## src/rtl/uart_frame_rx.sv

```systemverilog
// Length-prefixed UART frame receiver. Bytes are buffered until the frame is
// complete, then drained downstream over a valid/ready handshake.
module uart_frame_rx #(
    parameter int CLOCK_FREQUENCY = 48_000_000,
    parameter int BAUDRATE        = 115_200,
    parameter int MAX_PAYLOAD     = 64,
    parameter int TIMEOUT_BITS    = 20
) (
    input  logic       clock,
    input  logic       reset,
    input  logic       rx,
    output logic [7:0] data,
    output logic       valid,
    output logic       last,
    input  logic       ready,
    output logic [7:0] frame_length,
    output logic       frame_done,
    output logic       frame_error,
    output logic [1:0] error_code
);
    localparam int DIVIDER     = CLOCK_FREQUENCY / BAUDRATE;
    localparam int HALF        = DIVIDER / 2;
    localparam int CNT_W       = $clog2(DIVIDER + 1);
    localparam int TIMEOUT_CYC = TIMEOUT_BITS * DIVIDER;
    localparam int TO_W        = $clog2(TIMEOUT_CYC + 1);
    localparam int IDX_W       = (MAX_PAYLOAD > 1) ? $clog2(MAX_PAYLOAD) : 1;

    // rxSyncQ is only the previous synchronized value, used for edge detection
    logic rxMeta, rxSync, rxSyncQ, rxFall;
    always_ff @(posedge clock or negedge reset) begin
        if (!reset) begin
            rxMeta  <= 1'b1;
            rxSync  <= 1'b1;
            rxSyncQ <= 1'b1;
        end else begin
            rxMeta  <= rx;
            rxSync  <= rxMeta;
            rxSyncQ <= rxSync;
        end
    end
    assign rxFall = rxSyncQ & ~rxSync;

    typedef enum logic [1:0] {IDLE, START, DATA, STOP} rxState_t;
    rxState_t rxState, rxNext;
    logic [CNT_W-1:0] bitCnt;
    logic [2:0]       bitIdx;
    logic [7:0]       shiftReg;
    logic             stopWait;
    logic halfTick, bitTick, stopTick, byteStrobe, stopErr;

    assign halfTick   = (rxState == START) && (bitCnt == CNT_W'(HALF - 1));
    assign bitTick    = (bitCnt == CNT_W'(DIVIDER - 1));
    assign stopTick   = (rxState == STOP) && !stopWait && bitTick;
    assign byteStrobe = stopTick && rxSync;
    assign stopErr    = stopTick && !rxSync;

    always_ff @(posedge clock or negedge reset) begin
        if (!reset) rxState <= IDLE;
        else        rxState <= rxNext;
    end

    always_comb begin
        rxNext = rxState;
        case (rxState)
            IDLE:  if (rxFall) rxNext = START;
            START: if (halfTick) rxNext = rxSync ? IDLE : DATA;
            DATA:  if (bitTick && bitIdx == 3'd7) rxNext = STOP;
            STOP:  if (byteStrobe || (stopWait && rxSync)) rxNext = IDLE;
            default: rxNext = IDLE;
        endcase
    end

    always_ff @(posedge clock or negedge reset) begin
        if (!reset) begin
            bitCnt   <= '0;
            bitIdx   <= '0;
            shiftReg <= '0;
            stopWait <= 1'b0;
        end else begin
            bitCnt <= (rxState != rxNext || bitTick) ? '0 : bitCnt + 1'b1;
            if (rxState == DATA && bitTick) begin
                shiftReg <= {rxSync, shiftReg[7:1]};
                bitIdx   <= bitIdx + 1'b1;
            end
            // a low stop bit parks the receiver until the line returns high
            if (stopErr)              stopWait <= 1'b1;
            else if (rxNext == IDLE)  stopWait <= 1'b0;
        end
    end

    typedef enum logic [1:0] {WAIT_LEN, PAYLOAD, DRAIN} frState_t;
    frState_t frState, frNext;
    logic [7:0]       payLen;
    logic [IDX_W-1:0] wrIdx, rdIdx, lastIdx;
    logic [TO_W-1:0]  toCnt;
    logic [7:0]       buffer [MAX_PAYLOAD];
    logic lenOk, timeoutHit, payloadEnd, xfer;

    assign lenOk      = (shiftReg != 8'd0) && (shiftReg <= 8'(MAX_PAYLOAD));
    assign lastIdx    = IDX_W'(payLen - 8'd1);
    assign timeoutHit = (frState == PAYLOAD) && !byteStrobe && (toCnt == TO_W'(TIMEOUT_CYC - 1));
    assign payloadEnd = (frState == PAYLOAD) && byteStrobe && (wrIdx == lastIdx);
    assign valid      = (frState == DRAIN);
    assign last       = valid && (rdIdx == lastIdx);
    assign data       = valid ? buffer[rdIdx] : 8'd0;
    assign xfer       = valid && ready;

    always_ff @(posedge clock or negedge reset) begin
        if (!reset) frState <= WAIT_LEN;
        else        frState <= frNext;
    end

    always_comb begin
        frNext = frState;
        case (frState)
            WAIT_LEN: if (byteStrobe && lenOk) frNext = PAYLOAD;
            PAYLOAD:  if (stopErr || timeoutHit) frNext = WAIT_LEN;
                      else if (payloadEnd)       frNext = DRAIN;
            DRAIN:    if (xfer && last) frNext = WAIT_LEN;
            default:  frNext = WAIT_LEN;
        endcase
    end

    always_ff @(posedge clock) begin
        if (frState == PAYLOAD && byteStrobe) buffer[wrIdx] <= shiftReg;
    end

    always_ff @(posedge clock or negedge reset) begin
        if (!reset) begin
            payLen       <= '0;
            wrIdx        <= '0;
            rdIdx        <= '0;
            toCnt        <= '0;
            frame_length <= '0;
            frame_done   <= 1'b0;
            frame_error  <= 1'b0;
            error_code   <= 2'd0;
        end else begin
            frame_done  <= 1'b0;
            frame_error <= 1'b0;
            toCnt <= (frState == PAYLOAD && !byteStrobe) ? toCnt + 1'b1 : '0;
            case (frState)
                WAIT_LEN: begin
                    if (byteStrobe && lenOk) begin
                        payLen <= shiftReg;
                        wrIdx  <= '0;
                    end else if (byteStrobe) begin
                        frame_error <= 1'b1;
                        error_code  <= 2'd1;
                    end else if (stopErr) begin
                        frame_error <= 1'b1;
                        error_code  <= 2'd2;
                    end
                end
                PAYLOAD: begin
                    if (stopErr) begin
                        frame_error <= 1'b1;
                        error_code  <= 2'd2;
                    end else if (timeoutHit) begin
                        frame_error <= 1'b1;
                        error_code  <= 2'd3;
                    end else if (byteStrobe) begin
                        wrIdx <= wrIdx + 1'b1;
                        if (payloadEnd) begin
                            frame_done   <= 1'b1;
                            frame_length <= payLen;
                            rdIdx        <= '0;
                        end
                    end
                end
                DRAIN: begin
                    // any byte finishing while the buffer is busy is an overrun
                    if (stopTick) begin
                        frame_error <= 1'b1;
                        error_code  <= 2'd3;
                    end
                    if (xfer) begin
                        if (last) frame_length <= '0;
                        else      rdIdx <= rdIdx + 1'b1;
                    end
                end
                default: ;
            endcase
        end
    end
endmodule

```

## config.mk

```make
export PLATFORM = sky130hd
export DESIGN_NAME = uart_frame_rx
export DESIGN_NICKNAME = d
export VERILOG_FILES = /design/src/rtl/uart_frame_rx.sv
export SDC_FILE = /design/constraint.sdc
export NUM_CORES = 1
export LEC_CHECK = 0
export ABC_CLOCK_PERIOD_IN_PS = 4000
export BUFFER_PORTS_ARGS = -buffer_cell sky130_fd_sc_hd__buf_2
export CAP_MARGIN = 10
export CORE_MARGIN = 1.5
export CORE_UTILIZATION = 35
export CTS_CLUSTER_SIZE = 16
export DETAILED_ROUTE_END_ITERATION = 12
export HOLD_SLACK_MARGIN = 0.1
export PLACE_DENSITY = 0.53
export SLEW_MARGIN = 40
export SYNTH_ARGS = -nofsm -noshare
export SYNTH_HDL_FRONTEND = slang
export SYNTH_SLANG_ARGS = --single-unit
```

## constraint.sdc

```tcl
create_clock -name clock -period 4 [get_ports clock]
set_input_delay 0.6 -clock clock [delete_from_list [all_inputs] [get_ports clock]]
set_output_delay 0.6 -clock clock [all_outputs]
set_load 0.02 [all_outputs]
```

==> flow_summary_export.csv <==
group,metric,value,unit
sta,relSlewSlack,39.6,%
sta,hold_violations,0,
power_and_ir_drop,power_density,448,nW/um^2
job,drv_cap,0,
layout,fin_nets,1465,
critical_path,worstPathRequired,3400,ps
layout,final_area,28000,sq um
global_routing,grt_pass1_wl,86600,um
place,placed_area,25800,sq um
detailed_routing,avgViaCountPerCell,5.38,
detailed_routing,routed_wl,58600,um
logic_synthesis,synth_edf_count,512,
logic_synthesis,syn_avg_cell_area,18.2,sq um
global_routing,grt_use_total,16.9,%
critical_path,cp-start-kind,"register",
clock_tree,ctsRootBufferMaster,"clkbuf_16",
global_routing,grt_max_degree,75,
critical_path,cp_max_fo,20,
sta,fin_crit,3880,ps
global_routing,first_global_vias,13000,
detailed_routing,drc,0,
logic_synthesis,ys_seq_elements,586,
critical_path,worstPathCellList,"clkinv_1 > buf_4 > mux2i_1 > a31oi_1 > nand3_1 > a21oi_1 > buf_2",
sta,fin_setup_tns,0,ps
status,outcome,"complete, no violations",
layout,antennaDiodeCount,0,
floorplanning,start_util,35.6,%
clock_tree,cts_tree,"built",
critical_path,crit_family,"flip-flops",
layout,most-common-layout-cells,"edfxtp_1 (512), mux4_2 (142), nor2_1 (110)",
layout,syn_to_final_growth,16.5,%
floorplanning,die_w,265,um
detailed_routing,drt-pass1-iter-count,5,
power_and_ir_drop,total_leakage_power,0.00776,uW
critical_path,cp_slowest_cell,"dfrtp_2",
floorplanning,dieArea,70200,sq um
logic_synthesis,synth_area,24000,sq um
floorplanning,io_pins,26,
clock_tree,cts_sinks,586,
floorplanning,die_y,265,um
sta,rsz0062_at_grt,"no",
critical_path,max_stage_delay,830,ps
critical_path,cp.arrival,3280,ps
critical_path,crit_type,"register to output pin",
clock_tree,cts_max_level,3,
layout,layout_commonest_cell,"edfxtp_1",
critical_path,endpoint_kind,"output pin",
sta,tightest_slew,903,ps
sta,post-route-period-util,97.0,%
layout,layout-drive-gt1-share,28.4,%
hold_path,hold_class,"register to register",
logic_synthesis,ys_warn_count,0,
detailed_routing,antenna_left,0,
clock_tree,clk_pin_slew_worst_paths,60,ps
floorplanning,rows,95,
clock_tree,cts_buffer_depth,3,
layout,final_core_util,41.4,%
clock_tree,insertion_delay,610,ps
power_and_ir_drop,peakVddDrop,0.000358,V
clock_tree,cts_buffers,66,
sta,fmax,258,MHz
sta,final-max-slew-violation-count,0,
detailed_routing,vias,12800,
place,portBuffers,25,
layout,fillers,6043,
sta,skew,22.4,ps
critical_path,crit_buf_inv,3,
logic_synthesis,ys_seq_area_share,71.7,%
global_routing,antenna_found_initial,0,
detailed_routing,drt-initial-drc-count,1212,
place,place_congestion,0.779,
sta,setup_viol_count_final,0,
logic_synthesis,syn-num-nets,1335,
detailed_routing,wl_per_cell,24.7,um
logic_synthesis,netlist_instances,1320,
place,hpwl,35900,um
logic_synthesis,synth_cell_type_count,70,
floorplanning,core_area,67500,sq um
logic_synthesis,synthArstFlopShare,12.6,%
logic_synthesis,synthFlopType,"edfxtp_1",
global_routing,grt-ovfl-total,0,
## report_power, final
group | internal, uW | leakage [uW] | total (uW) | switching, uW
sequential | 6600 | 0.00446 | 6640 | 45.0
combinational | 53.8 | 0.00230 | 111 | 56.8
clock | 3340 | 0.00100 | 5780 | 2440
## flip-flops by register name (all words and copies together), names as in the netlist
register      count
buffer          512
toCnt            14
frState           2
rxState           2
frame_length      8
bitIdx            3
payLen            8
bitCnt            9
rxMeta            1
rdIdx             6
rxSyncQ           1
stopWait          1
rxSync            1
shiftReg          8
frame_error       1
wrIdx             6
error_code        2
frame_done        1
## timing repair
| action | 4_1_cts | 5_1_grt |
|---|---|---|
| endpoints found under the setup margin | 6 | 5 |
| hold buffers | 2 | 0 |
| gates resized for setup | 2 | 1 |
| endpoints found under the hold margin | 72 | 0 |
| cloned | 0 | 0 |
| setup buffers | 2 | 8 |
## cell usage after synthesis, drive strengths merged (20+ instances only)
| cell | instances | share of area, % |
|---|---|---|
| o21ai | 20 | 0.42 |
| a21oi | 25 | 0.54 |
| mux2i | 32 | 1.3 |
| inv | 20 | 0.31 |
| nand3 | 41 | 0.85 |
| dfrtp | 71 | 7.4 |
| buf | 39 | 0.85 |
| clkbuf | 36 | 0.56 |
| nand2 | 66 | 1.0 |
| mux4 | 142 | 13 |
| edfxtp | 512 | 64 |
| xor2 | 20 | 0.73 |
| nor2 | 115 | 1.9 |
## area by class of cell
| type | count | area, sq um | share of cell area, % |
|---|---|---|---|
| flip-flops and latches | 586 | 17300 | 61.7 |
| multi-input cells | 638 | 6400 | 22.9 |
| clock buffers | 83 | 1770 | 6.32 |
| repair buffers | 137 | 1100 | 3.92 |
| well taps | 873 | 1090 | 3.90 |
| clock inverters | 37 | 287 | 1.02 |
| inverters | 21 | 78.8 | 0.282 |
## final timing paths
path	startpoint	endpoint	slack, ps	cells after the start
max	rdIdx[2]	data[0]	120	7
max in group asynchronous	reset	rdIdx[1]	2850	2
max reg2reg	bitCnt[0]	buffer[33][7]	670	8
min	rxMeta	rxSync	360	0
min in group asynchronous	reset	toCnt[7]	590	2
min reg2reg	rxMeta	rxSync	360	0
## metrics by stage
| stage | worst slack, ps | total power, uW | hold WS [ps] | std cells |
|---|---|---|---|---|
| floorplan | 1110 | 6840 | 304 | 1320 |
| global placement | 501 | 6870 | 348 | 2242 |
| detailed placement | 527 | 6880 | 350 | 2242 |
| CTS | 27.2 | 12700 | 334 | 2366 |
| global route | 14.7 | 12900 | 352 | 2375 |
| finish | 119 | 12500 | 356 | 2375 |
## worst reg2reg max path: cells and delay by family (launching register included)
family        cells  cell delay, ps
flops             1             380
fa+ha+maj         1             230
simple gates      6            2150
buf+inv           1             250
## routing by layer
metal  GRT usage, %  vias to the layer above  part of all wire (%)
met3           3.29                       86                   5.4
li1               -                     5534                     -
met5              0                        -                     0
met2           26.0                      386                    46
met1           24.4                     6760                    46
met4           4.73                        0                   2.4
## logic make-up (layout without fill, tap and decap cells)
family / count (synthesis) / after routing / synth area share (%)
AOI/OAI and AO/OA: 102 / 102 / 2.99
xor gates and xnor gates: 37 / 37 / 1.41
adders and majority gates: 12 / 12 / 0.615
buffers and inverters: 96 / 278 / 1.75
DFF: 586 / 586 / 71.7
muxes: 191 / 191 / 15.4
and+or+nand+nor: 296 / 296 / 6.05
Note: power is estimated with default switching activity, not from simulation.
